File: src/rtl/serial_add_sequencer.sv
// Bit-serial add/subtract engine: steps one gate-level full adder LSB-first over
// WIDTH cycles, carry held in a flop, registered result behind valid/ready.

module structuralFullAdder (
  input  logic a,
  input  logic b,
  input  logic cin,
  output logic sum,
  output logic cout
);
  logic axb, c1, c2;
  xor g_x1 (axb, a, b);
  xor g_x2 (sum, axb, cin);
  and g_a1 (c1, a, b);
  and g_a2 (c2, axb, cin);
  or  g_o1 (cout, c1, c2);
endmodule

module serial_add_sequencer #(
  parameter int WIDTH = 8
) (
  input  logic             clk,
  input  logic             rst_n,
  input  logic             in_valid,
  output logic             in_ready,
  input  logic [WIDTH-1:0] a,
  input  logic [WIDTH-1:0] b,
  input  logic             sub,
  output logic             out_valid,
  input  logic             out_ready,
  output logic [WIDTH-1:0] sum,
  output logic             carryout,
  output logic             overflow,
  output logic             busy
);
  localparam int CW = $clog2(WIDTH) + 1;
  localparam logic [CW-1:0] LAST = CW'(WIDTH - 1);

  typedef enum logic [1:0] {IDLE, RUN, DONE} state_t;
  state_t state, state_nx;

  logic [WIDTH-1:0] a_sh, b_sh, r_sh;
  logic [CW-1:0]    cnt;
  logic             c;
  logic             fa_s, fa_co;
  logic             accept, last_bit;

  structuralFullAdder u_fa (
    .a   (a_sh[0]),
    .b   (b_sh[0]),
    .cin (c),
    .sum (fa_s),
    .cout(fa_co)
  );

  assign accept   = in_valid && (state == IDLE);
  assign last_bit = (state == RUN) && (cnt == LAST);

  always_ff @(posedge clk or negedge rst_n) begin
    if (!rst_n) state <= IDLE;
    else        state <= state_nx;
  end

  always_comb begin
    state_nx = state;
    case (state)
      IDLE:    if (in_valid)  state_nx = RUN;
      RUN:     if (last_bit)  state_nx = DONE;
      DONE:    if (out_ready) state_nx = IDLE;
      default: state_nx = IDLE;
    endcase
  end

  always_comb begin
    in_ready  = 1'b0;
    out_valid = 1'b0;
    busy      = 1'b0;
    case (state)
      IDLE:    in_ready  = 1'b1;
      RUN:     busy      = 1'b1;
      DONE: begin
        out_valid = 1'b1;
        busy      = 1'b1;
      end
      default: ;
    endcase
  end

  always_ff @(posedge clk or negedge rst_n) begin
    if (!rst_n) begin
      a_sh     <= '0;
      b_sh     <= '0;
      r_sh     <= '0;
      cnt      <= '0;
      c        <= 1'b0;
      sum      <= '0;
      carryout <= 1'b0;
      overflow <= 1'b0;
    end else if (accept) begin
      a_sh <= a;
      b_sh <= sub ? ~b : b;
      c    <= sub;
      cnt  <= '0;
    end else if (state == RUN) begin
      r_sh <= {fa_s, r_sh[WIDTH-1:1]};
      a_sh <= a_sh >> 1;
      b_sh <= b_sh >> 1;
      c    <= fa_co;
      cnt  <= cnt + 1'b1;
      // On the MSB step, c is the carry into the MSB, so overflow is c ^ carry-out.
      if (last_bit) begin
        sum      <= {fa_s, r_sh[WIDTH-1:1]};
        carryout <= fa_co;
        overflow <= c ^ fa_co;
      end
    end
  end
endmodule

File: config.mk
export PLATFORM = sky130hd
export DESIGN_NAME = serial_add_sequencer
export DESIGN_NICKNAME = d
export VERILOG_FILES = /design/src/rtl/serial_add_sequencer.sv
export SDC_FILE = /design/constraint.sdc
export NUM_CORES = 1
export LEC_CHECK = 0
export ABC_AREA = 1
export CORE_MARGIN = 5
export CORE_UTILIZATION = 50
export CTS_CLUSTER_SIZE = 12
export DETAILED_ROUTE_END_ITERATION = 6
export GPL_TIMING_DRIVEN = 0
export PLACE_DENSITY = 0.77
export SLEW_MARGIN = 20
export SYNTH_ARGS = -nofsm -noshare
export SYNTH_HDL_FRONTEND = slang
export SYNTH_SLANG_ARGS = --single-unit
File: constraint.sdc
create_clock -name clk -period 2.36 [get_ports clk]
set_clock_uncertainty 0.05 [all_clocks]
set_input_delay 0.472 -clock clk [delete_from_list [all_inputs] [get_ports clk]]
set_output_delay 0.472 -clock clk [all_outputs]
set_load 0.01 [all_outputs]
==> impl_metrics.tcl <==
set metrics [dict create \
    outcome "complete, no violations" \
    cts_buffers 5 \
    routed.top_layer "met4" \
    worst_hold_slack_ns 0.0352 \
    critPathRequiredTime_ns 1.84 \
    ys_warn_count 0 \
    numClockSinks 40 \
    synth_edf_count 0 \
    synthFlopType "dfrtp_1" \
    period_minus_slack_ns 2.12 \
    met1_length_mm 1.58 \
    setup_viol 0 \
    path_buf_inv 2 \
    fp.dieH_um 70.8 \
    wirelength_mm 3.42 \
    hold_class "in2async" \
    vias 1484 \
    dr_wl_met3_um 152 \
    seqPwrFrac_pct 37.8 \
    fin_ws_ns 0.240 \
    synth.area.top_cells "dfrtp_1 (54%), nand2_1 (22%), nand3_1 (4.9%)" \
    post-dp-hpwl_mm 2.41 \
    htreeDepth 2 \
    overflow 0 \
    crit_family "buffers and inverters" \
    final_hold_viol_count 0 \
    syn_inst 219 \
    clk_pin_slew_ns 0.08 \
    drc_errors 0 \
    first_pass_iters 4 \
    start_kind "flop" \
    syn-num-nets 246 \
    p_sw_mw 0.958 \
    met2WireLength_mm 1.64 \
    cts_setup_buffers 0 \
    port_buffers 32 \
    p_sw_share_pct 34.0 \
    cts_resized 0 \
    core_area_mm2 0.00363 \
    synth_area_mm2 0.00185 \
    p_total_mw 2.82 \
    p_clk_share_pct 27.3 \
    viasPerCell 4.82 \
    fmax_ghz 0.472 \
    pre_cts_slack_ns 0.453 \
    antenna_found_initial 0 \
    ioPinCount 34 \
    clk_latency_ns 0.29 \
    post-route-period-util_pct 89.8 \
    grt_pass1_vias 1409 \
    max-cap-violations 0 \
    place.gp.congestion 0.763 \
    drtAntennaViolNets 0 \
    grt_max_degree 26 \
    cts_hold_buf 0 \
    p_leak_nw 1.23 \
    crit_chain "inv_1 > ha_1 > clkdlybuf4s50_1" \
    powerDensity_mw_per_mm2 1170 \
    grt_pass1_wl_mm 6.02 \
    end_kind "output pin" \
    root_buffer "clkbuf_8" \
    seq_area_frac_synth_pct 54.1 \
    initial_utilization_pct 50.9 \
    worstSetupPathType "reg2out" \
    drtIter0Drc 83 \
    arrival_ns 1.60 \
    die_w_um 70.8 \
    synth_top_area_share_pct 54.1 \
    crit_slowest_cell "clkdlybuf4s50_1" \
    async_flop_share_pct 100 \
    rsz0062_at_grt "no" \
    dpl_cell_area_mm2 0.00225 \
    slowest_delay_ns 0.56 \
    worst_pin_slew_ns 0.448 \
    drive_above_1_share_pct 8.46 \
    die_area_mm2 0.00502 \
    layout.nets 286 \
    postSynthAreaPerCell_um2 8.45 \
    areaGrowthSynthToFinish_pct 30.0 \
    nFillCells 296 \
    crit_fanout 3 \
    comb_power_share_pct 34.9 \
    grtUsageTotal_pct 15.0 \
    maxSlewViolCount 0 \
    slew-limit-headroom_pct 70.2 \
    num_rows 22 \
    synth_seq_cells 40 \
    ir_drop_uv 885 \
    synth_cell_types 19 \
    fin_area_mm2 0.00240 \
    stdcell_count 308 \
    placedCellCount 300 \
    p_int_mw 1.86 \
    synth_top_area_cell "dfrtp_1" \
    wl_per_cell_um 11.1 \
    cts_tree "yes" \
    n_antenna_cell 0 \
    clk_path_buf_depth 2 \
]
[registers in the layout (all words and copies together) (netlist names)]
register,flops
cnt,4
state,2
carryout,1
sum,8
a_sh,8
c,1
b_sh,8
overflow,1
r_sh,7
[routing by layer]
layer / vias to the layer above / track usage (%)
met5: - / 0
met3: 6 / 4.55
met2: 24 / 24.0
met4: 0 / 5.22
met1: 691 / 19.3
li1: 763 / -
[synth_stat cells, types with 2 or more instances]
cell type	count
buf_2	5
ha_1	5
nor2_4	2
nor2_1	4
dfrtp_1	40
o21ai_1	13
nand2_1	107
xor2_1	8
inv_2	3
nand3_1	18
inv_1	6
[cell type report]
cell class	count	area, um2	share of cell area (%)
clock buffer	5	68.8	2.86
timing repair buffer	33	335	13.9
multi-input combinational	162	772	32.1
inverter	10	37.5	1.56
sequential	40	1000	41.6
buffer	7	40.0	1.66
tap	48	60.1	2.50
clock inverter	3	90.1	3.75
[layout by cell type (no fill, tap or decap), types with 2 or more instances in the layout]
cell             count
nor2_4               2
xor2_1               8
dfrtp_1             40
buf_2                6
inv_2                3
o21ai_1             13
inv_1                6
clkdlybuf4s50_1     31
nand3_1             18
ha_1                 5
clkbuf_8             5
nand2_1            107
nor2_1               4
bufinv_16            3
[stage by stage]
stage / util [%] / setup TNS [ns]
after floorplan: - / 0
final: 66.2 / 0
after global placement: 61.4 / -8.92
after detailed placement: 61.8 / 0
after CTS: 66.2 / 0
after global routing: 66.2 / 0
[power by group through the flow]
| stage | Clock, mW | Combinational [mW] | Sequential, mW |
|---|---|---|---|
| 3_5_place_dp | 0 | 0.988 | 1.08 |
| 5_1_grt | 0.807 | 1.13 | 1.10 |
| 6_report | 0.771 | 0.983 | 1.07 |
| 4_1_cts | 0.784 | 1.00 | 1.07 |
| 2_1_floorplan | 0 | 0.681 | 1.06 |
| 3_3_place_gp | 0 | 0.964 | 1.07 |
[worst reg2reg max path, stage by stage (launching register included)]
cell and delay, ns:
dfrtp_1 0.38, inv_1 0.09, ha_1 0.25, nand2_2 0.15, inv_2 0.11, nor2_4 0.20, buf_2 0.26, nand2_1 0.08
nand3_1 0.08
[cells by family (layout without fill, tap and decap cells)]
family / Yosys count / after routing / synth area share, %
xor+xnor: 9 / 9 / 4.26
simple gates: 133 / 133 / 29.2
buf+inv: 17 / 58 / 4.19
fa+ha+maj: 6 / 6 / 4.46
flops: 40 / 40 / 54.1
compound gates: 14 / 14 / 3.79
[worst paths after layout]
path,startpoint,to,slack (ns),cells past startpoint
worst max-delay path,state[0],in_ready,0.24,3
worst min-delay path,rst_n,r_sh[2],0.04,1
worst max register to register,state[0],a_sh[0],0.65,8
worst min register to register,overflow,overflow,0.43,2
max in group asynchronous,rst_n,a_sh[5],1.77,2
min in group clk,overflow,overflow,0.43,2
(Power assumes the default switching activity.)
